**src/rtl/mem_subword_ctrl_if.sv**
```systemverilog
// Pipeline-side and RAM-side signals of the sub-word memory controller.
// The master side is the pipeline together with the word-only RAM; the slave side is the controller.
interface mem_subword_ctrl_if #(
  parameter int ADDR_W = 32,
  parameter int DATA_W = 32
);
  logic              memEn;
  logic [2:0]        memOp;
  logic [ADDR_W-1:0] memAddr;
  logic [DATA_W-1:0] memWtData;
  logic [DATA_W-1:0] memRdData;
  logic              stallReq;
  logic              excAddr;
  logic              ramCe;
  logic              ramWe;
  logic [ADDR_W-1:0] ramAddr;
  logic [DATA_W-1:0] ramWtData;
  logic [DATA_W-1:0] ramRdData;

  modport master (
    output memEn, memOp, memAddr, memWtData, ramRdData,
    input  memRdData, stallReq, excAddr, ramCe, ramWe, ramAddr, ramWtData
  );

  modport slave (
    input  memEn, memOp, memAddr, memWtData, ramRdData,
    output memRdData, stallReq, excAddr, ramCe, ramWe, ramAddr, ramWtData
  );
endinterface

```
**src/rtl/mem_subword_ctrl.sv**
```systemverilog
// Byte/halfword load-store adapter for a big-endian word-only RAM; sub-word stores use read-modify-write.
// Optional macro MEM_ALIGN_CHECK_EN enables misaligned-access detection on excAddr.
module mem_subword_ctrl #(
  parameter int ADDR_W = 32,
  parameter int DATA_W = 32
) (
  input  logic                clk,
  input  logic                rst,
  mem_subword_ctrl_if.slave   bus
);
  localparam logic [2:0] OP_LW  = 3'b000;
  localparam logic [2:0] OP_LB  = 3'b001;
  localparam logic [2:0] OP_LBU = 3'b010;
  localparam logic [2:0] OP_LH  = 3'b011;
  localparam logic [2:0] OP_LHU = 3'b100;
  localparam logic [2:0] OP_SW  = 3'b101;
  localparam logic [2:0] OP_SB  = 3'b110;
  localparam logic [2:0] OP_SH  = 3'b111;

  typedef enum logic [0:0] {IDLE = 1'b0, RMW_WR = 1'b1} state_t;

  state_t            r_state, w_state_next;
  logic [DATA_W-1:0] r_merge, w_merge_next;
  logic [ADDR_W-1:0] r_addr, w_addr_next;

  logic              w_is_load, w_is_sw, w_is_sub, w_mis, w_go;
  logic [ADDR_W-1:0] w_word_addr;
  logic [7:0]        w_byte;
  logic [15:0]       w_half;
  logic [DATA_W-1:0] w_load_val;
  logic [DATA_W-1:0] w_merge;

  assign w_is_load   = (bus.memOp <= OP_LHU);
  assign w_is_sw     = (bus.memOp == OP_SW);
  assign w_is_sub    = (bus.memOp == OP_SB) || (bus.memOp == OP_SH);
  assign w_word_addr = {bus.memAddr[ADDR_W-1:2], 2'b00};

`ifdef MEM_ALIGN_CHECK_EN
  always_comb begin
    w_mis = 1'b0;
    case (bus.memOp)
      OP_LW, OP_SW:         w_mis = |bus.memAddr[1:0];
      OP_LH, OP_LHU, OP_SH: w_mis = bus.memAddr[0];
      default:              w_mis = 1'b0;
    endcase
  end
`else
  assign w_mis = 1'b0;
`endif

  assign w_go        = bus.memEn && !w_mis;
  assign bus.excAddr = rst && bus.memEn && w_mis && (r_state == IDLE);

  // Big-endian lanes: byte offset 0 is the most significant byte.
  always_comb begin
    w_byte = 8'h00;
    case (bus.memAddr[1:0])
      2'd0:    w_byte = bus.ramRdData[31:24];
      2'd1:    w_byte = bus.ramRdData[23:16];
      2'd2:    w_byte = bus.ramRdData[15:8];
      default: w_byte = bus.ramRdData[7:0];
    endcase
  end

  assign w_half = bus.memAddr[1] ? bus.ramRdData[15:0] : bus.ramRdData[31:16];

  always_comb begin
    w_load_val = '0;
    case (bus.memOp)
      OP_LW:   w_load_val = bus.ramRdData;
      OP_LB:   w_load_val = {{(DATA_W-8){w_byte[7]}}, w_byte};
      OP_LBU:  w_load_val = {{(DATA_W-8){1'b0}}, w_byte};
      OP_LH:   w_load_val = {{(DATA_W-16){w_half[15]}}, w_half};
      OP_LHU:  w_load_val = {{(DATA_W-16){1'b0}}, w_half};
      default: w_load_val = '0;
    endcase
  end

  // Merge word feeds only the latch, never a RAM-side output, so no loop through the RAM read path.
  always_comb begin
    w_merge = bus.ramRdData;
    if (bus.memOp == OP_SB) begin
      case (bus.memAddr[1:0])
        2'd0:    w_merge[31:24] = bus.memWtData[7:0];
        2'd1:    w_merge[23:16] = bus.memWtData[7:0];
        2'd2:    w_merge[15:8]  = bus.memWtData[7:0];
        default: w_merge[7:0]   = bus.memWtData[7:0];
      endcase
    end else if (bus.memAddr[1]) begin
      w_merge[15:0] = bus.memWtData[15:0];
    end else begin
      w_merge[31:16] = bus.memWtData[15:0];
    end
  end

  always_comb begin
    w_state_next  = r_state;
    w_merge_next  = r_merge;
    w_addr_next   = r_addr;
    bus.ramCe     = 1'b0;
    bus.ramWe     = 1'b0;
    bus.ramAddr   = '0;
    bus.ramWtData = '0;
    bus.stallReq  = 1'b0;
    bus.memRdData = '0;
    case (r_state)
      IDLE: begin
        if (w_go) begin
          bus.ramCe   = 1'b1;
          bus.ramAddr = w_word_addr;
          if (w_is_load) begin
            bus.memRdData = w_load_val;
          end else if (w_is_sw) begin
            bus.ramWe     = 1'b1;
            bus.ramWtData = bus.memWtData;
          end else if (w_is_sub) begin
            bus.stallReq = 1'b1;
            w_merge_next = w_merge;
            w_addr_next  = w_word_addr;
            w_state_next = RMW_WR;
          end
        end
      end
      RMW_WR: begin
        bus.ramCe     = 1'b1;
        bus.ramWe     = 1'b1;
        bus.ramAddr   = r_addr;
        bus.ramWtData = r_merge;
        w_state_next  = IDLE;
      end
      default: w_state_next = IDLE;
    endcase
    // Asserting reset silences the RAM port at once, which also kills a pending RMW write.
    if (!rst) begin
      bus.ramCe     = 1'b0;
      bus.ramWe     = 1'b0;
      bus.ramAddr   = '0;
      bus.ramWtData = '0;
      bus.stallReq  = 1'b0;
      bus.memRdData = '0;
    end
  end

  always_ff @(posedge clk or negedge rst) begin
    if (!rst) begin
      r_state <= IDLE;
      r_merge <= '0;
      r_addr  <= '0;
    end else begin
      r_state <= w_state_next;
      r_merge <= w_merge_next;
      r_addr  <= w_addr_next;
    end
  end
endmodule

```
**src/flat_wrapper.sv**
```systemverilog
// flat-port wrapper written by rule: the top's interface ports become plain ports
module mem_subword_ctrl_flat 
#(
  parameter int ADDR_W = 32,
  parameter int DATA_W = 32
)
  (clk, rst, bus_memEn, bus_memOp, bus_memAddr, bus_memWtData, bus_ramRdData, bus_memRdData, bus_stallReq, bus_excAddr, bus_ramCe, bus_ramWe, bus_ramAddr, bus_ramWtData);
  mem_subword_ctrl_if #(.ADDR_W(ADDR_W), .DATA_W(DATA_W)) bus_i ();
  input  logic clk;
  input  logic rst;
  input wire logic [$bits(bus_i.memEn)-1:0] bus_memEn;
  input wire logic [$bits(bus_i.memOp)-1:0] bus_memOp;
  input wire logic [$bits(bus_i.memAddr)-1:0] bus_memAddr;
  input wire logic [$bits(bus_i.memWtData)-1:0] bus_memWtData;
  input wire logic [$bits(bus_i.ramRdData)-1:0] bus_ramRdData;
  output wire logic [$bits(bus_i.memRdData)-1:0] bus_memRdData;
  output wire logic [$bits(bus_i.stallReq)-1:0] bus_stallReq;
  output wire logic [$bits(bus_i.excAddr)-1:0] bus_excAddr;
  output wire logic [$bits(bus_i.ramCe)-1:0] bus_ramCe;
  output wire logic [$bits(bus_i.ramWe)-1:0] bus_ramWe;
  output wire logic [$bits(bus_i.ramAddr)-1:0] bus_ramAddr;
  output wire logic [$bits(bus_i.ramWtData)-1:0] bus_ramWtData;
  assign bus_i.memEn = bus_memEn;
  assign bus_i.memOp = bus_memOp;
  assign bus_i.memAddr = bus_memAddr;
  assign bus_i.memWtData = bus_memWtData;
  assign bus_i.ramRdData = bus_ramRdData;
  assign bus_memRdData = bus_i.memRdData;
  assign bus_stallReq = bus_i.stallReq;
  assign bus_excAddr = bus_i.excAddr;
  assign bus_ramCe = bus_i.ramCe;
  assign bus_ramWe = bus_i.ramWe;
  assign bus_ramAddr = bus_i.ramAddr;
  assign bus_ramWtData = bus_i.ramWtData;
  mem_subword_ctrl #(.ADDR_W(ADDR_W), .DATA_W(DATA_W)) u_core (.clk(clk), .rst(rst), .bus(bus_i));
endmodule
```
**config.mk**
```make
export PLATFORM = sky130hd
export DESIGN_NAME = mem_subword_ctrl_flat
export DESIGN_NICKNAME = d
export VERILOG_FILES = /design/src/rtl/mem_subword_ctrl_if.sv /design/src/rtl/mem_subword_ctrl.sv /design/src/flat_wrapper.sv
export SDC_FILE = /design/constraint.sdc
export NUM_CORES = 1
export LEC_CHECK = 0
export BUFFER_PORTS_ARGS = -buffer_cell sky130_fd_sc_hd__buf_2
export CAP_MARGIN = 0
export CELL_PAD_IN_SITES_DETAIL_PLACEMENT = 1
export CELL_PAD_IN_SITES_GLOBAL_PLACEMENT = 2
export CORE_MARGIN = 4
export CORE_UTILIZATION = 27
export CTS_CLUSTER_DIAMETER = 80
export DETAILED_ROUTE_END_ITERATION = 10
export PLACE_DENSITY = 0.86
export SLEW_MARGIN = 20
export SYNTH_ARGS = -nofsm -noshare
export SYNTH_HDL_FRONTEND = slang
export SYNTH_SLANG_ARGS = --single-unit
```
**constraint.sdc**
```tcl
create_clock -name clk -period 2.7 [get_ports clk]
set_clock_uncertainty 0.2 [all_clocks]
set_input_delay 0.27 -clock clk [delete_from_list [all_inputs] [get_ports clk]]
set_output_delay 0.27 -clock clk [all_outputs]
set_load 0.005 [all_outputs]
```
# == Word level (Yosys, flattened, before mapping) ==
# Cells that the tools add are included.
# op_classes
addsub,0
multipliers,0
n_div,0
magnitude_cmp,1
n_eq_ne,9
shift,0
mux,37
bitwise_logic,3
reduce_logical,5
# ops
operator,count
32-bit 2-to-1 mux,11
32-bit one-hot mux with 5 select lines,1
32-bit one-hot mux with 2 select lines,2
16-bit 2-to-1 mux,3
8-bit 2-to-1 mux,4
8-bit one-hot mux with 3 select lines,1
"3-bit equality test, second input constant",4
1-bit 2-to-1 mux,12
"3-bit by 2-bit equality test with 1-bit output, second input constant",2
1-bit one-hot mux with 2 select lines,3
5-bit AND reduction,1
"3-bit by 1-bit equality test with 1-bit output, second input constant",1
"3-bit less-or-equal comparator, second input constant",1
3-bit zero test,1
1-bit inverter,3
3-bit OR reduction,1
"2-bit by 1-bit equality test with 1-bit output, second input constant",1
"2-bit equality test, second input constant",1
2-bit zero test,1
1-bit logical OR,1
# word_totals
ff_bits,63
latch_bits,0
ram_bits,0
romBits,0
in_bits,102
wordCells,58
n_memories,0

# == Depth between registers and ports, before layout ==
# depth
depth_word,8
mapped_depth,8
ltp_nobuf,4

# == Worst setup path before layout ==
# No wires, ideal clock.
# synth_path
path_type,input-to-output
from,input bus_memAddr[0]
to,output bus_memRdData[21]
arrival_time_ns,1.670
required_time_ns,2.230
setup_slack_ns,0.560
stages,7
n_path_buf,3
path_cell_list,buf_6 -> mux4_2 -> and4b_1 -> buf_6 -> a31oi_4 -> buf_6 -> a21oi_1
# synth_via
elab_chain_len,7
# synth_lines
item,line,text
from (decl),flat_wrapper.sv:13,input wire logic [$bits(bus_i.memAddr)-1:0] bus_memAddr;
"2-bit equality test, or another cell as far along",mem_subword_ctrl.sv:57,case (bus.memAddr[1:0])
8-bit one-hot mux with 3 select lines *,mem_subword_ctrl.sv:57,
32-bit one-hot mux with 5 select lines *,mem_subword_ctrl.sv:69,case (bus.memOp)
32-bit 2-to-1 mux *,mem_subword_ctrl.sv:111,if (w_is_load) begin
32-bit 2-to-1 mux *,mem_subword_ctrl.sv:108,if (w_go) begin
32-bit 2-to-1 mux *,mem_subword_ctrl.sv:106,case (r_state)
32-bit 2-to-1 mux *,mem_subword_ctrl.sv:134,if (!rst) begin
to (decl),flat_wrapper.sv:16,output wire logic [$bits(bus_i.memRdData)-1:0] bus_memRdData;
# Mark *: on every way between the ends. The rest lies on a longest branch, timed or not.

# == Worst setup path in the final report ==
# layout_path
from,input bus_memAddr[0]
to,output bus_memRdData[17]
# Same word-level chain as after synthesis.

==> results_dict.tcl <==
set metrics [dict create \
    status "finished with violations" \
    violations "negative hold slack" \
    endpoint "bus_memRdData[17]" \
    die_area_um2 19280 \
    path_class "input port to output port" \
    worst-path-buf-inv 2 \
    clk_latency_ns 0.32 \
    place_hpwl_um 14510 \
    synth_edf_count 0 \
    maxCapViolCount 0 \
    cts_num_sinks 63 \
    cpPeakStageDelay_ns 0.51 \
    num_antenna_cells 0 \
    die_y_um 138.9 \
    rrSetupSlack_ns 0.85 \
    drive_gt1_frac 0.3862 \
    htree_levels 3 \
    slew_violations 0 \
    vias_per_cell 5.344 \
    grt_pass1_vias 5411 \
    synth_cells 526 \
    worst_r2r_path_depth 4 \
    vdd_drop_max_mv 0.2671 \
    root_buffer "clkbuf_16" \
    cp_top_family "compound AO/OA/AOI/OAI gates" \
    reg2reg_to "u_core.r_merge[27]$_DFFE_PN0P_" \
    slew_headroom 0.4411 \
    hold_path.class "input port to async pin" \
    path_common_cell "buf_2" \
    drt-wirelength-per-cell_um 20.52 \
    io-pin-count 202 \
    ys.flop_type "dfrtp_1" \
    synthTopCellsByCount "nand2_1 (141), a22o_1 (76), dfrtp_1 (63)" \
    ys_warn_count 0 \
    finalSetupViolCount 0 \
    arrival_ns 2.03 \
    core_um2 16700 \
    overflow 0 \
    synth.distinct_cells 37 \
    clockBufferDepth 2 \
    r2r-start "u_core.r_state$_DFF_PN0_" \
    cp_cell_sequence "buf_2, mux4_2, and4b_1, a31oi_4, a21oi_1, buf_2" \
    dr.pass1.iters 5 \
    clk_pin_slew_worst_paths_ns 0.05 \
    ys_async_sr_fraction 1.000 \
    hold_violations 63 \
    slowest_stage "mux4_2" \
    wirelength_um 19660 \
    setup_tns_ns 0 \
    max_freq_mhz 399.7 \
    num_vias 5120 \
    postRouteAntennaNets 0 \
    area_growth_pct 39.89 \
    finish.instance_area_um2 6467 \
    crit_start "bus_memAddr[0]" \
    start_util 0.2768 \
    power_leakage_nw 3.222 \
    cts_tree "done" \
    synth_area_leaders "dfrtp_1 (34%), a22o_1 (14%), nand2_1 (11%), mux2i_1 (5.2%), mux2_2 (4.1%)" \
    powerDensity_nw_per_um2 507.9 \
    gp_congestion 0.9044 \
    cts_buffers 9 \
    synth.yosys.seq_area_share 0.3410 \
    dpl_cell_area_um2 5843 \
    cts_resized 0 \
    startpoint_type "input port" \
    std_cell_rows 47 \
    synth_area_um2 4623 \
    synth_seq_cells 63 \
    rsz0062_at_grt "no" \
    yosysTopAreaCell "dfrtp_1" \
    cp.depth 6 \
    grt_pass1_wl_um 30760 \
    hold_ws_ns -0.04099 \
    crit_fanout 17 \
    grt_max_degree 65 \
    nets 835 \
    grt_use_total 0.1980 \
    drc_errors 0 \
    finalCritPeriodShare 0.9266 \
    dieWidth_um 138.9 \
    drt_iter0_markers 261 \
    io_buffers 198 \
    synth.top_cell.area_share 0.3410 \
    end_kind "output port" \
    avgSynthCellArea_um2 8.789 \
    min_period_ns 2.502 \
    synth_most_common_cell "nand2_1" \
    worst_slew_pin_slew_ns 0.8384 \
    worstPathRequired_ns 2.23 \
    antenna_found_initial 1 \
]
where the power goes:
| part | leakage, nW | internal, mW | switching, mW |
|---|---|---|---|
| clock | 0.156 | 0.833 | 0.425 |
| sequential | 0.764 | 1.12 | 0.127 |
| combinational | 2.30 | 0.376 | 0.402 |
registers in the layout (all words and copies together) (netlist names):
signal          count
u_core.r_state      1
u_core.r_merge     32
u_core.r_addr      30
cells in the final DEF (no fill, tap or decap), types with 2 or more instances in the layout:
master and instances:
buf_2 198, nand2_1 141, a22o_1 76, dfrtp_1 63
dlygate4sd3_1 30, a21oi_1 25, mux2i_1 24, buf_4 22
mux2_2 17, a22oi_1 16, o221a_2 16, o21ai_0 16
nor2_1 11, or2_2 9, clkbuf_16 9, o22a_1 8
nand3_1 8, a221oi_1 7, mux4_1 7, conb_1 3
and3b_1 2, inv_1 2, and2_1 2, o21a_1 2
a21o_1 2, bufinv_16 2, buf_12 2
repair_timing:
action,4_1_cts,5_1_grt
setup buffers,0,0
endpoints found under the setup margin,0,0
hold endpoints to repair,30,0
hold buffers,30,0
logic make-up after synthesis:
| kind of cell | share of synthesized area |
|---|---|
| muxes | 0.1380 |
| DFF | 0.3410 |
| xor gates and xnor gates | 0.001895 |
| and+or+nand+nor | 0.1605 |
| buffers and inverters | 0.05981 |
| AOI/OAI and AO/OA | 0.2980 |
| other | 0.0008111 |
cell type report:
class	instances	area, µm²
Clock inverter	5	81.33
Fill cell	2024	10230
Inverter	3	11.26
Timing Repair Buffer	252	1496
Multi-Input combinational cell	404	2784
Sequential cell	63	1577
Clock buffer	11	242.7
Tap cell	220	275.3
metal layers:
layer  track usage  up-vias  routed length (µm)
met5             0        -                   7
met2        0.3357      224                9479
met1        0.2557     2491                8384
met3       0.03931       45                1265
met4       0.05973        2                 518
li1              -     2358                   -
worst min path at each step:
stage | end | slack, ns | cells after the start
final | u_core.r_addr[26]$_DFFE_PN0P_ | -0.04 | 2
after global routing | u_core.r_addr[26]$_DFFE_PN0P_ | 0.06 | 2
after CTS | u_core.r_addr[24]$_DFFE_PN0P_ | 0.002 | 2
after detailed placement | u_core.r_addr[14]$_DFFE_PN0P_ | 0.27 | 2
after global placement | u_core.r_addr[31]$_DFFE_PN0P_ | 0.26 | 2
after floorplan | u_core.r_addr[10]$_DFFE_PN0P_ | -0.23 | 0
per-stage QoR:
stage          std cells  utilization  hold WS (ns)  power, mW  setup slack (ns)
2_1_floorplan        528            -       -0.2256      1.644            0.5595
3_3_place_gp         912       0.3498        0.2588      1.965            0.3378
3_5_place_dp         912       0.3499        0.2712      2.005            0.2254
4_1_cts              958       0.3872      0.001893      3.316            0.2203
5_1_grt              958       0.3872       0.06169      3.460            0.1103
6_report             958       0.3872      -0.04099      3.285            0.1981
Power figures use the tool's default switching activity.
